==> src/rtl/int_timer_pkg.sv <==
// ---------------------------------------------------------------------------
// int_timer_pkg
//   Shared definitions for the programmable countdown timer: FSM state
//   encodings, register word offsets, CTRL field layout and MODE codes.
// ---------------------------------------------------------------------------
package int_timer_pkg;

    typedef enum logic [1:0] {
        StIdle = 2'd0,
        StLoad = 2'd1,
        StCnt  = 2'd2,
        StInt  = 2'd3
    } state_e;

    // Word offsets, selected by bus address bits [3:2]
    localparam logic [1:0] AddrCtrl   = 2'd0;
    localparam logic [1:0] AddrPreset = 2'd1;
    localparam logic [1:0] AddrCount  = 2'd2;
    localparam logic [1:0] AddrRsvd   = 2'd3;

    localparam logic [1:0] ModeOneShot = 2'd0;
    localparam logic [1:0] ModeReload  = 2'd1;

    // Field order matches CTRL[3:0]: {IM, MODE[1:0], EN}
    localparam int unsigned CtrlW = 4;
    typedef struct packed {
        logic       im;
        logic [1:0] mode;
        logic       en;
    } ctrl_t;

    // MODE codes 2 and 3 fall back to one-shot behaviour
    function automatic logic is_reload(input ctrl_t c);
        return c.mode == ModeReload;
    endfunction

endpackage

==> src/rtl/int_timer_if.sv <==
// ---------------------------------------------------------------------------
// int_timer_if
//   Bridge bus slice seen by the timer.
//     Addr  word select (address bits [3:2])
//     WE    write enable, sampled on the rising clock edge
//     DIN   write data
//     DOUT  combinational read data of the word selected by Addr
// ---------------------------------------------------------------------------
interface int_timer_if;

    logic [1:0]  Addr;
    logic        WE;
    logic [31:0] DIN;
    logic [31:0] DOUT;

    modport master (
        output Addr,
        output WE,
        output DIN,
        input  DOUT
    );

    modport slave (
        input  Addr,
        input  WE,
        input  DIN,
        output DOUT
    );

endinterface

==> src/rtl/int_timer.sv <==
// ---------------------------------------------------------------------------
// int_timer
//   Memory-mapped countdown timer. Counting down to zero sets a pending
//   interrupt; one-shot mode holds it until a CTRL write, auto-reload mode
//   pulses it for one cycle and restarts from PRESET.
// Ports
//   Clock  system clock, all state on posedge
//   Reset  asynchronous, active-low reset
//   bus    bridge bus slave (Addr, WE, DIN, DOUT)
//   IRQ    interrupt request, irq_pend gated by CTRL.IM
// ---------------------------------------------------------------------------
module int_timer
    import int_timer_pkg::*;
#(
    parameter logic [31:0] RST_PRESET = 32'h0000_0000,
    parameter int unsigned CNT_W      = 32
) (
    input  logic        Clock,
    input  logic        Reset,
    int_timer_if.slave  bus,
    output logic        IRQ
);

    state_e             state_q, state_d;
    ctrl_t              ctrl_q, ctrl_d;
    logic [CNT_W-1:0]   preset_q, preset_d;
    logic [CNT_W-1:0]   count_q, count_d;
    logic               irq_pend_q, irq_pend_d;

    logic               wr_ctrl;
    logic               wr_preset;
    logic               en_eff;

    assign wr_ctrl   = bus.WE && (bus.Addr == AddrCtrl);
    assign wr_preset = bus.WE && (bus.Addr == AddrPreset);

    // A CTRL write clearing EN must stop an active count on the same edge
    assign en_eff = wr_ctrl ? bus.DIN[0] : ctrl_q.en;

    always_comb begin
        state_d    = state_q;
        ctrl_d     = ctrl_q;
        preset_d   = preset_q;
        count_d    = count_q;
        irq_pend_d = irq_pend_q;

        if (wr_preset) begin
            preset_d = bus.DIN[CNT_W-1:0];
        end

        case (state_q)
            StIdle: begin
                if (ctrl_q.en) begin
                    state_d = StLoad;
                end
            end
            StLoad: begin
                // Registered PRESET: a write in this cycle lands next period
                count_d = preset_q;
                state_d = StCnt;
            end
            StCnt: begin
                if (!en_eff) begin
                    state_d = StIdle;
                end else if (count_q <= CNT_W'(1)) begin
                    // Also catches PRESET=0, so COUNT never wraps
                    count_d    = '0;
                    irq_pend_d = 1'b1;
                    state_d    = StInt;
                end else begin
                    count_d = count_q - CNT_W'(1);
                end
            end
            StInt: begin
                if (is_reload(ctrl_q)) begin
                    irq_pend_d = 1'b0;
                    state_d    = StLoad;
                end else begin
                    ctrl_d.en = 1'b0;
                    state_d   = StIdle;
                end
            end
            default: begin
                state_d = StIdle;
            end
        endcase

        // Software write overrides the FSM's own EN clear and acknowledges
        if (wr_ctrl) begin
            ctrl_d     = ctrl_t'(bus.DIN[CtrlW-1:0]);
            irq_pend_d = 1'b0;
        end
    end

    always_ff @(posedge Clock or negedge Reset) begin
        if (!Reset) begin
            state_q    <= StIdle;
            ctrl_q     <= '0;
            preset_q   <= RST_PRESET[CNT_W-1:0];
            count_q    <= '0;
            irq_pend_q <= 1'b0;
        end else begin
            state_q    <= state_d;
            ctrl_q     <= ctrl_d;
            preset_q   <= preset_d;
            count_q    <= count_d;
            irq_pend_q <= irq_pend_d;
        end
    end

    always_comb begin
        bus.DOUT = '0;
        case (bus.Addr)
            AddrCtrl:   bus.DOUT = 32'(ctrl_q);
            AddrPreset: bus.DOUT = 32'(preset_q);
            AddrCount:  bus.DOUT = 32'(count_q);
            default:    bus.DOUT = '0;
        endcase
    end

    assign IRQ = irq_pend_q & ctrl_q.im;

endmodule

==> src/flat_wrapper.sv <==
// flat-port wrapper written by rule: the top's interface ports become plain ports
module int_timer_flat import int_timer_pkg::*;
#(
    parameter logic [31:0] RST_PRESET = 32'h0000_0000,
    parameter int unsigned CNT_W      = 32
)
  (Clock, Reset, IRQ, bus_Addr, bus_WE, bus_DIN, bus_DOUT);
  int_timer_if bus_i ();
  input  logic Clock;
  input  logic Reset;
  output logic IRQ;
  input wire logic [$bits(bus_i.Addr)-1:0] bus_Addr;
  input wire logic [$bits(bus_i.WE)-1:0] bus_WE;
  input wire logic [$bits(bus_i.DIN)-1:0] bus_DIN;
  output wire logic [$bits(bus_i.DOUT)-1:0] bus_DOUT;
  assign bus_i.Addr = bus_Addr;
  assign bus_i.WE = bus_WE;
  assign bus_i.DIN = bus_DIN;
  assign bus_DOUT = bus_i.DOUT;
  int_timer #(.RST_PRESET(RST_PRESET), .CNT_W(CNT_W)) u_core (.Clock(Clock), .Reset(Reset), .bus(bus_i), .IRQ(IRQ));
endmodule
==> config.mk <==
export PLATFORM = sky130hd
export DESIGN_NAME = int_timer_flat
export DESIGN_NICKNAME = d
export VERILOG_FILES = /design/src/rtl/int_timer_pkg.sv /design/src/rtl/int_timer_if.sv /design/src/rtl/int_timer.sv /design/src/flat_wrapper.sv
export SDC_FILE = /design/constraint.sdc
export NUM_CORES = 1
export LEC_CHECK = 0
export ABC_CLOCK_PERIOD_IN_PS = 7280
export CAP_MARGIN = 20
export CORE_MARGIN = 4
export CORE_UTILIZATION = 65
export CTS_BUF_LIST = sky130_fd_sc_hd__clkbuf_4
export CTS_CLUSTER_SIZE = 28
export DETAILED_ROUTE_END_ITERATION = 7
export DONT_BUFFER_PORTS = 1
export PLACE_DENSITY = 0.88
export SYNTH_ARGS = -nofsm -noshare
export SYNTH_HDL_FRONTEND = slang
export SYNTH_SLANG_ARGS = --single-unit
==> constraint.sdc <==
create_clock -name Clock -period 7.28 [get_ports Clock]
set_clock_uncertainty 0.2 [all_clocks]
set_input_delay 0.728 -clock Clock [delete_from_list [all_inputs] [get_ports Clock]]
set_output_delay 0.728 -clock Clock [all_outputs]
set_load 0.005 [all_outputs]
==> impl_metrics.ini <==
[outcome]
status = finished, final reports clean

[logic_synthesis]
synth_cells = 419
synth_nets = 458
synth_seq_area_share_pct = 43.5
synth_flop_cell = dfrtp_1
synth_top_area_share_pct = 43.5
synth_area_leader_cell = dfrtp_1
synth_edf_count = 0
synth-async-reset-ratio_pct = 100
syn-cell-area_um2 = 4090
ys_top_cells_by_area = dfrtp_1 43%, mux2_2 9.9%, a22o_1 6.0%, nand4_1 4.0%, a22oi_1 3.3%
synth-seq-cells = 71
synth-warning-count = 0
synth_cell_type_count = 51
syn_avg_cell_area_um2 = 9.76

[timing]
min_period_ns = 3.25
whs_ns = 0.225
slew_violations = 0
final-hold-violation-count = 0
worst_slew_pin_slew_ns = 1.01
finalCritPeriodShare_pct = 44.7
rsz0062_at_grt = false
setup_tns_ns = 0
max_freq_mhz = 307
timing.slew.headroom_pct = 32.1
setup_viol = 0

[global_routing]
grt_start_max_net_pins = 72
grt_overflow_total = 0
antenna_found_initial = 0
grt_pass1_vias = 3543
grt_pass1_wl_um = 17100
track_usage_pct = 28.6

[die]
num_rows = 28
die_area_um2 = 7620
initial_utilization_pct = 67.8
core_region_area_um2 = 6030
die_h_um = 87.3
die_w_um = 87.3
ios = 70

[drt]
drt_wl_total_um = 10300
final_antenna_net_count = 0
drc_errors = 0
first_pass_iters = 5
wl_per_cell_um = 21.2
vias_per_cell = 7.37
drt_iter0_markers = 455
vias = 3590

[setup_path]
cp_max_fo = 38
critical_path.startpoint_type = register
cp.arrival_ns = 3.35
critPathKind = register to register
crit_path_end_kind = register
required_ns = 7.37

[placement]
io_buffers = 0
place_congestion = 0.882
place_hpwl_um = 7060

[layout]
syn2layout_area_growth_pct = 5.23
fin_nets = 446
fillers = 448
drive_above_1_share_pct = 17.7
antenna_cells = 0

[flow_run]
drv_cap = 0

[clocking]
clkSinkCount = 71
cts-root-buf = clkbuf_4
htree_levels = 3
cts_tree = yes
clk_latency_ns = 0.43
path_clk_slew_ns = 0.11
cts_buffer_depth = 2
cts_buffers = 9

[power]
p_int_mw = 0.884
netSwitchingFraction_pct = 41.8
leakage_nw = 1.69
pwr-share-clk_pct = 16.4
p_sw_mw = 0.634
power_frac_comb_pct = 36.3
power_frac_seq_pct = 47.3
peakVddDrop_v = 0.000214
power_density_nw_per_um2 = 353

[worst_hold_path]
hold_path.class = input port to register
-- flip-flops by register name, indices dropped and copies added, names as in the netlist --
name	count
u_core.count_q	32
u_core.state_q	2
u_core.irq_pend_q	1
u_core.ctrl_q	4
u_core.preset_q	32
-- cell families (layout without fill, tap and decap cells) --
logic type	after synthesis	count (layout)	synth area share, %
and+or+nand+nor	158	158	21.4
AOI/OAI and AO/OA	103	103	19.0
DFF	71	71	43.5
muxes	43	43	11.6
buffers and inverters	42	35	3.86
adders and majority gates	2	2	0.612
-- path summary, 6_finish.rpt --
| check | startpoint | end | slack [ns] | depth (start not counted) |
|---|---|---|---|---|
| worst min-delay path | bus_DIN[0] | u_core.ctrl_q[0]$_DFFE_PN0P_ | 0.22 | 2 |
| worst max-delay path | u_core.count_q[12]$_DFFE_PN0P_ | u_core.count_q[11]$_DFFE_PN0P_ | 4.03 | 6 |
| max in group asynchronous | Reset | u_core.preset_q[9]$_DFFE_PN0P_ | 5.93 | 2 |
| worst max register to register | u_core.count_q[12]$_DFFE_PN0P_ | u_core.count_q[11]$_DFFE_PN0P_ | 4.03 | 6 |
| worst min register to register | u_core.preset_q[8]$_DFFE_PN0P_ | u_core.count_q[8]$_DFFE_PN0P_ | 0.33 | 2 |
| min in group asynchronous | Reset | u_core.preset_q[0]$_DFFE_PN0P_ | 0.65 | 2 |
-- critical path: stages, from the launching register on --
cell	delay [ns]
dfrtp_1	0.45
nor4_1	0.43
and3_1	0.58
nand4_1	0.61
buf_4	0.49
nand3_1	0.21
o211ai_1	0.13
-- layout make-up --
type	count	area (um^2)	share of cell area, %
tap	75	93.8	2.18
clock buffer	11	82.6	1.92
clock inverter	5	48.8	1.13
inverter	9	33.8	0.785
multi-input combinational	306	2160	50.2
timing repair buffer	10	105	2.44
sequential	71	1780	41.3
-- timing repair --
action,4_1_cts,5_1_grt
setup buffers,0,0
resized for setup,0,0
hold buffers,2,0
setup endpoints to repair,0,0
hold endpoints to repair,71,0
-- layer usage --
metal | vias up | global-route usage (%) | share of wire (%)
met3 | 40 | 8.51 | 9.9
met2 | 228 | 43.0 | 46
met5 | - | 0 | 0
met1 | 1726 | 37.7 | 41
met4 | 0 | 13.9 | 3.0
li1 | 1596 | - | -
-- layout by cell type, fill, tap and decap left out, types with 3 or more instances in the layout --
cell / count
nand2_1: 32
nand2b_1: 3
nand3b_1: 4
or3_1: 5
o21ai_0: 12
mux2i_1: 7
mux2_2: 36
nor4_1: 5
nor3_1: 8
or4_1: 4
o211ai_1: 11
clkbuf_4: 11
inv_1: 9
a21oi_1: 6
a22o_1: 28
a22oi_1: 18
nand3_1: 25
nand4_1: 26
buf_4: 7
o2111ai_1: 6
nor2b_2: 3
dfrtp_1: 71
and3_1: 3
a31oi_1: 9
clkinv_2: 3
nor2_1: 22
-- power groups by stage --
stage / Sequential (mW) / Clock, mW / Combinational [mW]
final: 0.718 / 0.249 / 0.552
after global routing: 0.740 / 0.269 / 0.610
after CTS: 0.709 / 0.250 / 0.548
after detailed placement: 0.716 / 0 / 0.535
after global placement: 0.711 / 0 / 0.507
after floorplan: 0.650 / 0 / 0.447
-- synth_stat cells, drive strengths merged (2+ instances only) --
master	number
dfrtp	71
mux2	36
nand2	32
a22o	28
clkbuf	27
nand4	26
nand3	25
nor2	22
a22oi	18
o211ai	12
o21ai	12
a31oi	9
inv	9
nor3	8
mux2i	7
a21oi	6
buf	6
nor4	6
o2111ai	6
or4	6
or3	5
nand3b	4
nor2b	4
and3	3
nand2b	3
nor3b	3
or4b	3
and2	2
ha	2
nand4b	2
-- through the flow --
step | worst slack, ns | std cells | cell area [um^2] | utilization, % | total power [mW]
5_1_grt | 3.84 | 487 | 4300 | 71.4 | 1.62
2_1_floorplan | 4.44 | 419 | 4090 | - | 1.10
3_5_place_dp | 4.10 | 469 | 4130 | 68.6 | 1.25
3_3_place_gp | 4.20 | 468 | 4120 | 68.3 | 1.22
6_report | 4.03 | 487 | 4300 | 71.4 | 1.52
4_1_cts | 4.13 | 487 | 4300 | 71.4 | 1.51
Note: power is estimated with default switching activity, not from simulation.
